===== src/rtl/instr_fetch.sv =====
// instr_fetch: IF stage of the 16-bit core.
// PC owner, sync imem issue, skid buffer, IF/ID regs.
module instr_fetch #(
  parameter logic [15:0] RESET_PC = 16'h0000
) (
  input  logic        clk,
  input  logic        rst,
  input  logic        stall,
  input  logic        redirect,
  input  logic [15:0] redirect_pc,
  output logic        imem_rd,
  output logic [15:0] imem_addr,
  input  logic [15:0] imem_data,
  output logic [15:0] if_instr,
  output logic [15:0] if_pc,
  output logic        if_valid
);

  logic [15:0] r_fetch_pc;
  logic        r_pend;
  logic [15:0] r_pend_pc;
  logic        r_skid_v;
  logic [15:0] r_skid_instr;
  logic [15:0] r_skid_pc;
  logic [15:0] r_if_instr;
  logic [15:0] r_if_pc;
  logic        r_if_valid;

  logic        w_rd;
  logic [15:0] w_addr;

  // Read issue: redirect wins over stall, reset blocks all reads.
  always_comb begin
    w_rd   = 1'b0;
    w_addr = r_fetch_pc;
    if (!rst) begin
      if (redirect) begin
        w_rd   = 1'b1;
        w_addr = redirect_pc;
      end else if (!stall) begin
        w_rd   = 1'b1;
      end
    end
  end

  // PC, pending read, skid entry and IF/ID register update.
  always_ff @(posedge clk) begin
    if (rst) begin
      r_fetch_pc   <= RESET_PC;
      r_pend       <= 1'b0;
      r_pend_pc    <= 16'h0000;
      r_skid_v     <= 1'b0;
      r_skid_instr <= 16'h0000;
      r_skid_pc    <= 16'h0000;
      r_if_valid   <= 1'b0;
      r_if_instr   <= 16'h0000;
      r_if_pc      <= 16'h0000;
    end else if (redirect) begin
      r_fetch_pc <= redirect_pc + 16'd1;
      r_pend     <= 1'b1;
      r_pend_pc  <= redirect_pc;
      r_skid_v   <= 1'b0;
      r_if_valid <= 1'b0;
      r_if_instr <= 16'h0000;
    end else if (stall) begin
      if (r_pend) begin
        r_skid_instr <= imem_data;
        r_skid_pc    <= r_pend_pc;
        r_skid_v     <= 1'b1;
        r_pend       <= 1'b0;
      end
    end else begin
      r_fetch_pc <= r_fetch_pc + 16'd1;
      r_pend     <= 1'b1;
      r_pend_pc  <= r_fetch_pc;
      if (r_skid_v) begin
        r_skid_v   <= 1'b0;
        r_if_valid <= 1'b1;
        r_if_instr <= r_skid_instr;
        r_if_pc    <= r_skid_pc;
      end else if (r_pend) begin
        r_if_valid <= 1'b1;
        r_if_instr <= imem_data;
        r_if_pc    <= r_pend_pc;
      end else begin
        r_if_valid <= 1'b0;
        r_if_instr <= 16'h0000;
      end
    end
  end

  assign imem_rd   = w_rd;
  assign imem_addr = w_addr;
  assign if_instr  = r_if_instr;
  assign if_pc     = r_if_pc;
  assign if_valid  = r_if_valid;

endmodule


===== config.mk =====
export PLATFORM = sky130hd
export DESIGN_NAME = instr_fetch
export DESIGN_NICKNAME = d
export VERILOG_FILES = /design/src/rtl/instr_fetch.sv
export SDC_FILE = /design/constraint.sdc
export NUM_CORES = 1
export LEC_CHECK = 0
export ABC_AREA = 1
export BUFFER_PORTS_ARGS = -buffer_cell sky130_fd_sc_hd__clkbuf_2
export CAP_MARGIN = 20
export CORE_MARGIN = 1.5
export CORE_UTILIZATION = 50
export CTS_BUF_LIST = sky130_fd_sc_hd__clkbuf_8
export DETAILED_ROUTE_END_ITERATION = 10
export PLACE_DENSITY = 0.73
export SYNTH_ARGS = -nofsm -noshare
export SYNTH_HDL_FRONTEND = slang
export SYNTH_SLANG_ARGS = --single-unit

===== constraint.sdc =====
create_clock -name clk -period 2.5 [get_ports clk]
set_input_delay 0.625 -clock clk [delete_from_list [all_inputs] [get_ports clk]]
set_output_delay 0.625 -clock clk [all_outputs]
set_load 0.1 [all_outputs]

# Word level (Yosys, flattened, before mapping)
# Index checks and enable logic that the tools add are counted.
dict set report word_totals {
  regBits 99
  word_cells 34
  in_bits 36
  out_inout_bits 50
}
dict set report op_classes {
  addsub 2
  bitwise_logic 2
  n_eq_ne 1
  mux 15
  n_reduce_logical 5
}
# op n
set op_table {}
lappend op_table {{16-bit 2-to-1 mux} 10}
lappend op_table {{16-bit by 1-bit adder with 16-bit output, second input constant} 2}
lappend op_table {{3-bit AND reduction} 2}
lappend op_table {{1-bit 2-to-1 mux} 5}
lappend op_table {{3-bit OR reduction} 1}
lappend op_table {{2-bit by 1-bit != test with 1-bit output, second input constant} 1}
lappend op_table {{1-bit inverter} 2}
lappend op_table {{2-bit nonzero test} 1}
lappend op_table {{2-bit OR reduction} 1}

# Longest topological paths before layout
# Gate-level depths: netlist of run 1.
dict set report logic_depth {
  depth_word 3
  ltp_mapped 14
  depth_no_buf 12
}

# Worst setup path after synthesis of run 1
# OpenSTA, ideal clock, no wires.
dict set report synth_path {
  path_kind {input to output}
  startpoint {in rst}
  endpoint {out imem_addr[0]}
  path_buffers 3
  path_slack_ns -1.555
  arrival_time_ns 3.430
  path_stages 5
  cell_sequence {clkbuf_1 inv_1 buf_2 clkbuf_1 o21ai_0}
}
dict set report synth_via {
  elab_chain_cells 1
}
# item line_no
set synth_rtl {}
lappend synth_rtl {{from (decl)} 7} ;# input logic rst,
lappend synth_rtl {{16-bit 2-to-1 mux} 36} ;# if (!rst) begin
lappend synth_rtl {{to (decl)} 12} ;# output logic [15:0] imem_addr,
# No other way between the ends.

# Final worst setup path of run 1
dict set report layout_path {
  startpoint {in redirect}
  endpoint {out imem_addr[0]}
}
dict set report layout_via {
  elab_chain_cells 2
}
# item line_no
set layout_rtl {}
lappend layout_rtl {{from (decl)} 9} ;# input logic redirect,
lappend layout_rtl {{16-bit 2-to-1 mux} 37} ;# if (redirect) begin
lappend layout_rtl {{16-bit 2-to-1 mux} 36}
# No other way between the ends.

==> results.toml, run 1 <==
[cells_and_area]
fillers = 764
fin_nets = 765
design_area_um2 = 5740
diodes = 0
final_cell_mix = "nand2_1, dfxtp_1, a21oi_1"
syn_to_final_growth_pct = 26.6
drive_gt1_frac = 0.240
postLayoutCoreUtil = 0.655
final_common_cell = "nand2_1"

[clock_network]
post_cts_buffers = 0
h-tree-depth = 3
cts_buffer_depth = 2
clk_pin_slew_ns = 0.10
numCtsBuffers = 9
cts_tree = "done"
cts_resized = 0
clock_sinks = 99
clk_latency_ns = 0.37
cts_root_buf = "clkbuf_8"
hold_buffers = 0

[routing]
final_antenna_net_count = 0
drt_iter0_drc = 285
routed_via_density = 5.47
drcViolationCount = 0
wl_per_cell_um = 14.5
vias = 4597
firstDrtPassIters = 6
routed_wirelength_um = 12200

[run]
drv_cap = 0

[critical_path]
r2r_slack_ns = 0.91
arrival_ns = 1.64
path_cells = "clkbuf_2 > buf_4 > o21ai_2 > nand2_1 > o21ai_2 > buf_12"
cpPeakStageDelay_ns = 0.19
cp.required_ns = 1.88
crit_path_top_delay_cell = "buf_4"
crit_end = "imem_addr[0]"
crit_path_start_kind = "input pin"
r2r-start = "r_fetch_pc[0]"
reg2reg_to = "r_fetch_pc[8]"
cp-startpoint = "redirect"
end_kind = "output pin"
reg2reg_depth = 9
crit_type = "input pin to output pin"
cp_common_cell = "o21ai_2"
path_max_fanout = 7

[sta]
drv_slew = 0
finalCritPeriodShare = 0.904
min_period_ns = 2.26
fin_skew_ns = 0.00855
setup_viol = 0
finalSetupTns_ns = 0
rsz0062_at_grt = "no"
worstMarginPinSlew_ns = 0.554
fmax_mhz = 442
slew_headroom = 0.632
hold_violations = 0

[global_routing]
grt-ovfl-total = 0
antenna_found_initial = 0
grt.total_usage = 0.257
grt_max_degree = 65
grt_pass1_vias = 4390
grt_pass1_wl_um = 20500

[synth]
synthesis.area_um2 = 4540
syn_inst = 642
yosys_warnings = 0
syn_nets = 679
syn_area_per_cell_um2 = 7.06
synth-seq-cells = 99
yosysSeqAreaShare = 0.437
synth_cell_types = 35

[power_and_ir_drop]
p_per_area_nw_per_um2 = 632
peakVddDrop_uv = 337
finalPower_uw = 3630
leakagePower_uw = 0.00240

[place]
placed_area_um2 = 5540
post-dp-hpwl_um = 8690
portBuffers = 85
place.gp.congestion = 0.935

[floorplan]
ios = 86
rows = 34
start_util = 0.518
chipWidth_um = 98.2
fp.dieH_um = 98.2
dieArea_um2 = 9650
coreArea_um2 = 8760

[worst_hold_path]
worstHoldPathType = "flop to flop"

[run_status]
status = "finished clean"
## power breakdown
part           switching (uW)  internal, uW
clock network             626           396
logic                     643           278
registers                39.9          1650
total                    1310          2320
## metrics by stage
stage / hold WS, ns / worst slack [ns] / instances
final: 0.469 / 0.240 / 841
after global routing: 0.487 / 0.181 / 841
after CTS: 0.469 / 0.242 / 841
after detailed placement: 0.453 / 0.228 / 825
after global placement: 0.448 / 0.262 / 825
after floorplan: 0.426 / -0.193 / 642
## worst max-delay path: cells and delay by family
family / cells / cell delay (ns)
and+or+nand+nor: 1 / 0.16
buffers and inverters: 3 / 0.53
AOI/OAI and AO/OA: 2 / 0.31
## cells in the mapped netlist (all sizes together)
library cell,instances,share of area
o21a,1,0.0017
xor2,2,0.0039
a221oi,4,0.0077
nand2,175,0.15
clkbuf,19,0.016
a21oi,82,0.090
nand4,5,0.0069
o22ai,10,0.014
a32oi,2,0.0039
a211oi,1,0.0017
a22oi,1,0.0017
ha,1,0.0028
or2,1,0.0014
buf,21,0.028
nor2,33,0.032
o21ai,69,0.079
clkinv,1,0.00083
dfxtp,99,0.44
o221ai,1,0.0019
inv,56,0.047
nand3,49,0.055
nor3,3,0.0055
mux2i,4,0.0088
o21bai,1,0.0017
o31ai,1,0.0017
## metal layers
metal / share of wire / wire [um] / vias to the layer above / GRT usage
met5: 0 / 0 / - / 0
met4: 0.014 / 174 / 0 / 0.0672
met3: 0.056 / 685 / 18 / 0.0472
met2: 0.47 / 5710 / 150 / 0.412
met1: 0.46 / 5620 / 2123 / 0.359
li1: - / - / 2306 / -
## cells by family (layout without fill, tap and decap cells)
group           Yosys count  after routing  share of synthesized area
flops                    99             99                      0.437
mux                       4              4                    0.00883
xor+xnor                  2              2                    0.00386
compound gates          173            173                      0.206
simple gates            266            266                      0.250
fa+ha+maj                 1              1                    0.00276
buf+inv                  97            188                     0.0916
## how the worst min path moves through the flow
| stage | end | cells past startpoint | startpoint |
|---|---|---|---|
| floorplan | r_fetch_pc[10] | 2 | r_fetch_pc[10] |
| global route | r_fetch_pc[10] | 2 | r_fetch_pc[10] |
| finish | r_skid_pc[3] | 2 | r_skid_pc[3] |
| detailed placement | r_fetch_pc[10] | 2 | r_fetch_pc[10] |
| global placement | r_skid_instr[2] | 2 | r_skid_instr[2] |
| CTS | r_skid_pc[3] | 2 | r_skid_pc[3] |
## state kept, by name, indices dropped and copies added (netlist names)
register      cells
r_skid_pc        16
if_pc            16
r_skid_v          1
r_pend            1
if_instr         16
r_fetch_pc       16
if_valid          1
r_pend_pc        16
r_skid_instr     16
## cell type report
cell class | instances | area, um2 | share of cell area
multi-input cells | 446 | 2260 | 0.394
flip-flops and latches | 99 | 1980 | 0.345
inverters | 57 | 216 | 0.0377
repair buffers | 115 | 943 | 0.164
well taps | 108 | 135 | 0.0235
clock inverters | 7 | 80.1 | 0.0139
clock buffers | 9 | 124 | 0.0216
Power figures use the tool's default switching activity.
==> run 2, diff against run 1 <==
Settings changed: CELL_PAD_IN_SITES_DETAIL_PLACEMENT set to 1, CELL_PAD_IN_SITES_GLOBAL_PLACEMENT set to 1, CORE_UTILIZATION 50 to 41, PLACE_DENSITY 0.73 to not set, PLACE_DENSITY_LB_ADDON set to 0.1.
==> results.toml, run 2 (same netlist as run 1, synthesis figures left out) <==
[place]
post-dp-hpwl_um = 10700
place.gp.congestion = 0.844
portBuffers = 85
placed_area_um2 = 5620
dp_slack_ns = 0.101

[global_routing]
grt_pass1_vias = 4797
grt.total_usage = 0.258
antenna_found_initial = 0
grt-ovfl-total = 0
grt_max_degree = 34
grt_pass1_wl_um = 23500

[floorplan]
rows = 38
chipWidth_um = 108
start_util = 0.420
ios = 86
dieArea_um2 = 11700
coreArea_um2 = 10800
fp.dieH_um = 108

[cells_and_area]
drive_gt1_frac = 0.248
fin_nets = 776
syn_to_final_growth_pct = 27.7
fillers = 1421
final_common_cell = "nand2_1"
design_area_um2 = 5790
final_cell_mix = "nand2_1, dfxtp_1, a21oi_1"
diodes = 0

[clock_network]
clk_pin_slew_ns = 0.09
cts_resized = 0
clock_sinks = 99
cts_buffer_depth = 2
cts_tree = "done"
numCtsBuffers = 9
h-tree-depth = 3
hold_buffers = 0
cts_root_buf = "clkbuf_8"
clk_latency_ns = 0.38
post_cts_buffers = 0

[worst_hold_path]
worstHoldPathType = "flop to flop"
min_from = "r_fetch_pc[10]"
holdPathStages = 2
holdPathEnd = "r_fetch_pc[10]"

[sta]
worstMarginPinSlew_ns = 0.670
fin_skew_ns = 0.0116
min_period_ns = 2.40
setup_viol = 0
finalCritPeriodShare = 0.960
slew_headroom = 0.552
setup_slack_ns = 0.101
finalSetupTns_ns = 0
fmax_mhz = 417
rsz0062_at_grt = "no"
drv_slew = 0
hold_violations = 0

[critical_path]
path_cells = "clkbuf_2 > buf_4 > nand2_1 > nand2_2 > nand2_1 > o21ai_4 > buf_12"
worst_path_dominant_cell_family = "buffers and inverters"
reg2reg_to = "r_fetch_pc[10]"
cp_common_cell = "nand2_1"
crit_path_top_delay_cell = "clkbuf_2"
arrival_ns = 1.77
critical_path_buf_inv_count = 3
r2r-start = "r_fetch_pc[0]"
cpPeakStageDelay_ns = 0.32
crit_type = "input pin to output pin"
path_max_fanout = 14
end_kind = "output pin"
cp.required_ns = 1.88
crit_path_start_kind = "input pin"
reg2reg_depth = 11
r2r_slack_ns = 0.75

[routing]
routed_via_density = 5.32
vias = 4698
final_antenna_net_count = 0
firstDrtPassIters = 4
drt_iter0_drc = 186
wl_per_cell_um = 16.3
drcViolationCount = 0
routed_wirelength_um = 14400

[power_and_ir_drop]
leakagePower_uw = 0.00244
peakVddDrop_uv = 264
finalPower_uw = 3590
p_per_area_nw_per_um2 = 620

[run_status]
status = "finished clean"

[run]
drv_cap = 0
## run 2: power breakdown
| group | switching, uW | internal (uW) | total (uW) | leakage, uW |
|---|---|---|---|---|
| Sequential | 41.9 | 1650 | 1690 | 0.000809 |
| Clock | 577 | 383 | 960 | 0.0000955 |
| Combinational | 659 | 284 | 943 | 0.00153 |
## run 2: final cells by class
type	instances	area, um2	share of cell area
repair buffers	126	988	0.171
inverters	57	216	0.0374
well taps	140	175	0.0302
flip-flops and latches	99	1980	0.342
clock buffers	10	138	0.0238
multi-input cells	446	2260	0.391
clock inverters	5	30.0	0.00518
## run 2: layer usage
| metal | share of wire | track usage | vias to the layer above |
|---|---|---|---|
| met5 | 0 | 0 | - |
| li1 | - | - | 2314 |
| met2 | 0.49 | 0.437 | 84 |
| met1 | 0.46 | 0.337 | 2279 |
| met3 | 0.026 | 0.0356 | 21 |
| met4 | 0.018 | 0.0902 | 0 |
## run 2: metrics by stage
step           std cells  hold slack (ns)   util
3_5_place_dp         867            0.454  0.520
6_report             883            0.467  0.537
3_3_place_gp         867            0.446  0.520
2_1_floorplan        642            0.426      -
4_1_cts              882            0.468  0.536
5_1_grt              883            0.494  0.537
## run 2: worst reg2reg max path: stages, from the launching register on
cell and delay, ns:
dfxtp_1 0.33, inv_1 0.09, o21ai_2 0.23, ha_1 0.24
nand2_1 0.09, nor2_2 0.19, nand2_1 0.13, nor2_2 0.14
nand2_1 0.06, o21ai_1 0.07, nand2_1 0.06, nand2_1 0.06
## run 2: how the worst max path moves through the flow
stage	from	depth (start not counted)	slack (ns)	endpoint
6_report	redirect	7	0.10	imem_addr[2]
5_1_grt	redirect	7	0.02	imem_addr[2]
4_1_cts	redirect	7	0.1	imem_addr[2]
3_5_place_dp	redirect	7	0.10	imem_addr[2]
3_3_place_gp	redirect	6	0.17	imem_addr[15]
2_1_floorplan	rst	5	-0.19	imem_addr[0]
==> run 3, diff against run 2 <==
Settings changed: ABC_AREA 1 to 0, CAP_MARGIN 20 to 5, CORE_UTILIZATION 41 to 43.
==> results.toml, run 3 <==
[run_status]
status = "finished clean"

[floorplan]
fp.dieH_um = 107
dieArea_um2 = 11500
rows = 37
start_util = 0.449
ios = 86
chipWidth_um = 107
coreArea_um2 = 10400

[synth]
syn_area_per_cell_um2 = 8.48
synth_cell_types = 49
synth-seq-cells = 99
yosys.area_share.simple = 0.194
synth_edf_count = 0
synthXorXnorAreaFrac = 0.0300
synth_top_area_share = 0.424
syn_inst = 551
yosysSeqAreaShare = 0.424
synth_top_family_by_area = "compound AO/OA/AOI/OAI gates"
synthesis.area_um2 = 4670
yosysMostFrequentCell = "dfxtp_1"
ys_top_cells_by_area = "dfxtp_1, mux2i_1, nand2_1"
synth_mux_area_frac = 0.104
yosys_warnings = 0
synth_common_cells = "dfxtp_1, nand2_1, nor2_1"
async_flop_share = 0
synth_compound_gate_area_share = 0.197
synth_area_leader_cell = "dfxtp_1"
syn_nets = 588
synthAdderAreaFrac = 0.00268
ys.flop_type = "dfxtp_1"

[clock_network]
clock_sinks = 99
numCtsBuffers = 9
hold_buffers = 0
h-tree-depth = 3
clk_latency_ns = 0.37
cts_buffer_depth = 2
cts_tree = "done"
clk_pin_slew_ns = 0.10
cts_root_buf = "clkbuf_8"

[global_routing]
antenna_found_initial = 0
grt_max_degree = 37
grt_pass1_wl_um = 22500
grt_pass1_vias = 4449
grt.total_usage = 0.248
grt-ovfl-total = 0

[critical_path]
crit_end = "imem_addr[6]"
r2r-start = "r_fetch_pc[1]"
r2r_slack_ns = 0.42
arrival_ns = 1.78
path_max_fanout = 18
cp-startpoint = "redirect"
reg2reg_to = "r_fetch_pc[10]"
end_kind = "output pin"
crit_path_start_kind = "input pin"
crit_type = "input pin to output pin"
reg2reg_depth = 7
cp.required_ns = 1.88

[sta]
fmax_mhz = 416
min_period_ns = 2.41
slew_headroom = 0.196
worst_hold_slack_ns = 0.462
hold_violations = 0
rsz0062_at_grt = "no"
worstMarginPinSlew_ns = 1.20
setup_viol = 0
fin_skew_ns = 0.0164
setup_slack_ns = 0.0936
drv_slew = 0
finalCritPeriodShare = 0.963

[cells_and_area]
fin_nets = 671
fin_cells = 775
fillers = 1261
syn_to_final_growth_pct = 26.1
postLayoutCoreUtil = 0.566
diodes = 0
final_cell_mix = "dfxtp_1, nand2_1, nor2_1"
drive_gt1_frac = 0.260
final_common_cell = "dfxtp_1"

[routing]
route.met2.wl_um = 6760
wl_met1_um = 6260
firstDrtPassIters = 4
routed_via_density = 5.64
wl_per_cell_um = 17.7
routed_wirelength_um = 13700
final_antenna_net_count = 0
drcViolationCount = 0
drt_iter0_drc = 189
dr_wl_met3_um = 511
vias = 4369
highest_layer = "met4"

[place]
post-dp-hpwl_um = 9790
place.gp.congestion = 0.852
portBuffers = 85
dp_slack_ns = -0.0259
dpl.cell_count = 759

[power_and_ir_drop]
leakagePower_uw = 0.00232
peakVddDrop_uv = 330
p_per_area_nw_per_um2 = 639

[worst_hold_path]
worstHoldPathType = "flop to flop"

[run]
drv_cap = 0
[run 3: worst min-delay path by stage]
stage,cells after the start,end,start
2_1_floorplan,2,r_skid_pc[0],r_skid_pc[0]
3_3_place_gp,2,r_skid_pc[14],r_skid_pc[14]
3_5_place_dp,2,r_skid_pc[2],r_skid_pc[2]
4_1_cts,2,r_skid_pc[2],r_skid_pc[2]
5_1_grt,3,r_skid_instr[12],imem_data[12]
6_report,2,r_skid_pc[7],r_skid_pc[7]
[run 3: routing by layer]
layer / up-vias / track usage
li1: 2114 / -
met1: 2148 / 0.330
met2: 91 / 0.414
met3: 16 / 0.0400
met4: 0 / 0.0733
met5: - / 0
[run 3: repair_timing]
| action | in CTS | in global routing |
|---|---|---|
| endpoints found under the hold margin | 0 | 0 |
| endpoints found under the setup margin | 0 | 1 |
| resized for setup | 0 | 1 |
| setup buffers | 0 | 0 |
[run 3: metrics by stage]
stage	setup TNS (ns)	power, uW	cell area [um2]
floorplan	-0.0562	2410	4790
global placement	0	2700	5690
detailed placement	-0.0259	2730	5690
CTS	0	3790	5890
global route	0	3930	5890
finish	0	3760	5890
[run 3: layout make-up]
class	instances	area, um2	area share
Clock buffer	10	138	0.0234
Clock inverter	6	63.8	0.0108
Inverter	8	30.0	0.00510
Multi-Input combinational cell	401	2570	0.437
Sequential cell	99	1980	0.336
Tap cell	136	170	0.0289
Timing Repair Buffer	115	937	0.159
[run 3: cell families (layout without fill, tap and decap cells)]
group           Yosys count  count (layout)
mux                      47              47
buf+inv                  51             139
simple gates            199             199
xor+xnor                 16              16
flops                    99              99
compound gates          138             138
fa+ha+maj                 1               1
[run 3: power by group]
group | total (uW) | internal, uW | switching, uW | leakage (uW)
logic | 971 | 312 | 659 | 0.00141
clock network | 1080 | 493 | 582 | 0.000104
registers | 1720 | 1650 | 68.8 | 0.000810
total | 3760 | 2450 | 1310 | 0.00232
[run 3: worst max-delay path: stages]
cell and delay [ns]:
clkbuf_2 0.20, buf_4 0.28, mux2i_1 0.37, mux2i_4 0.12, buf_12 0.18
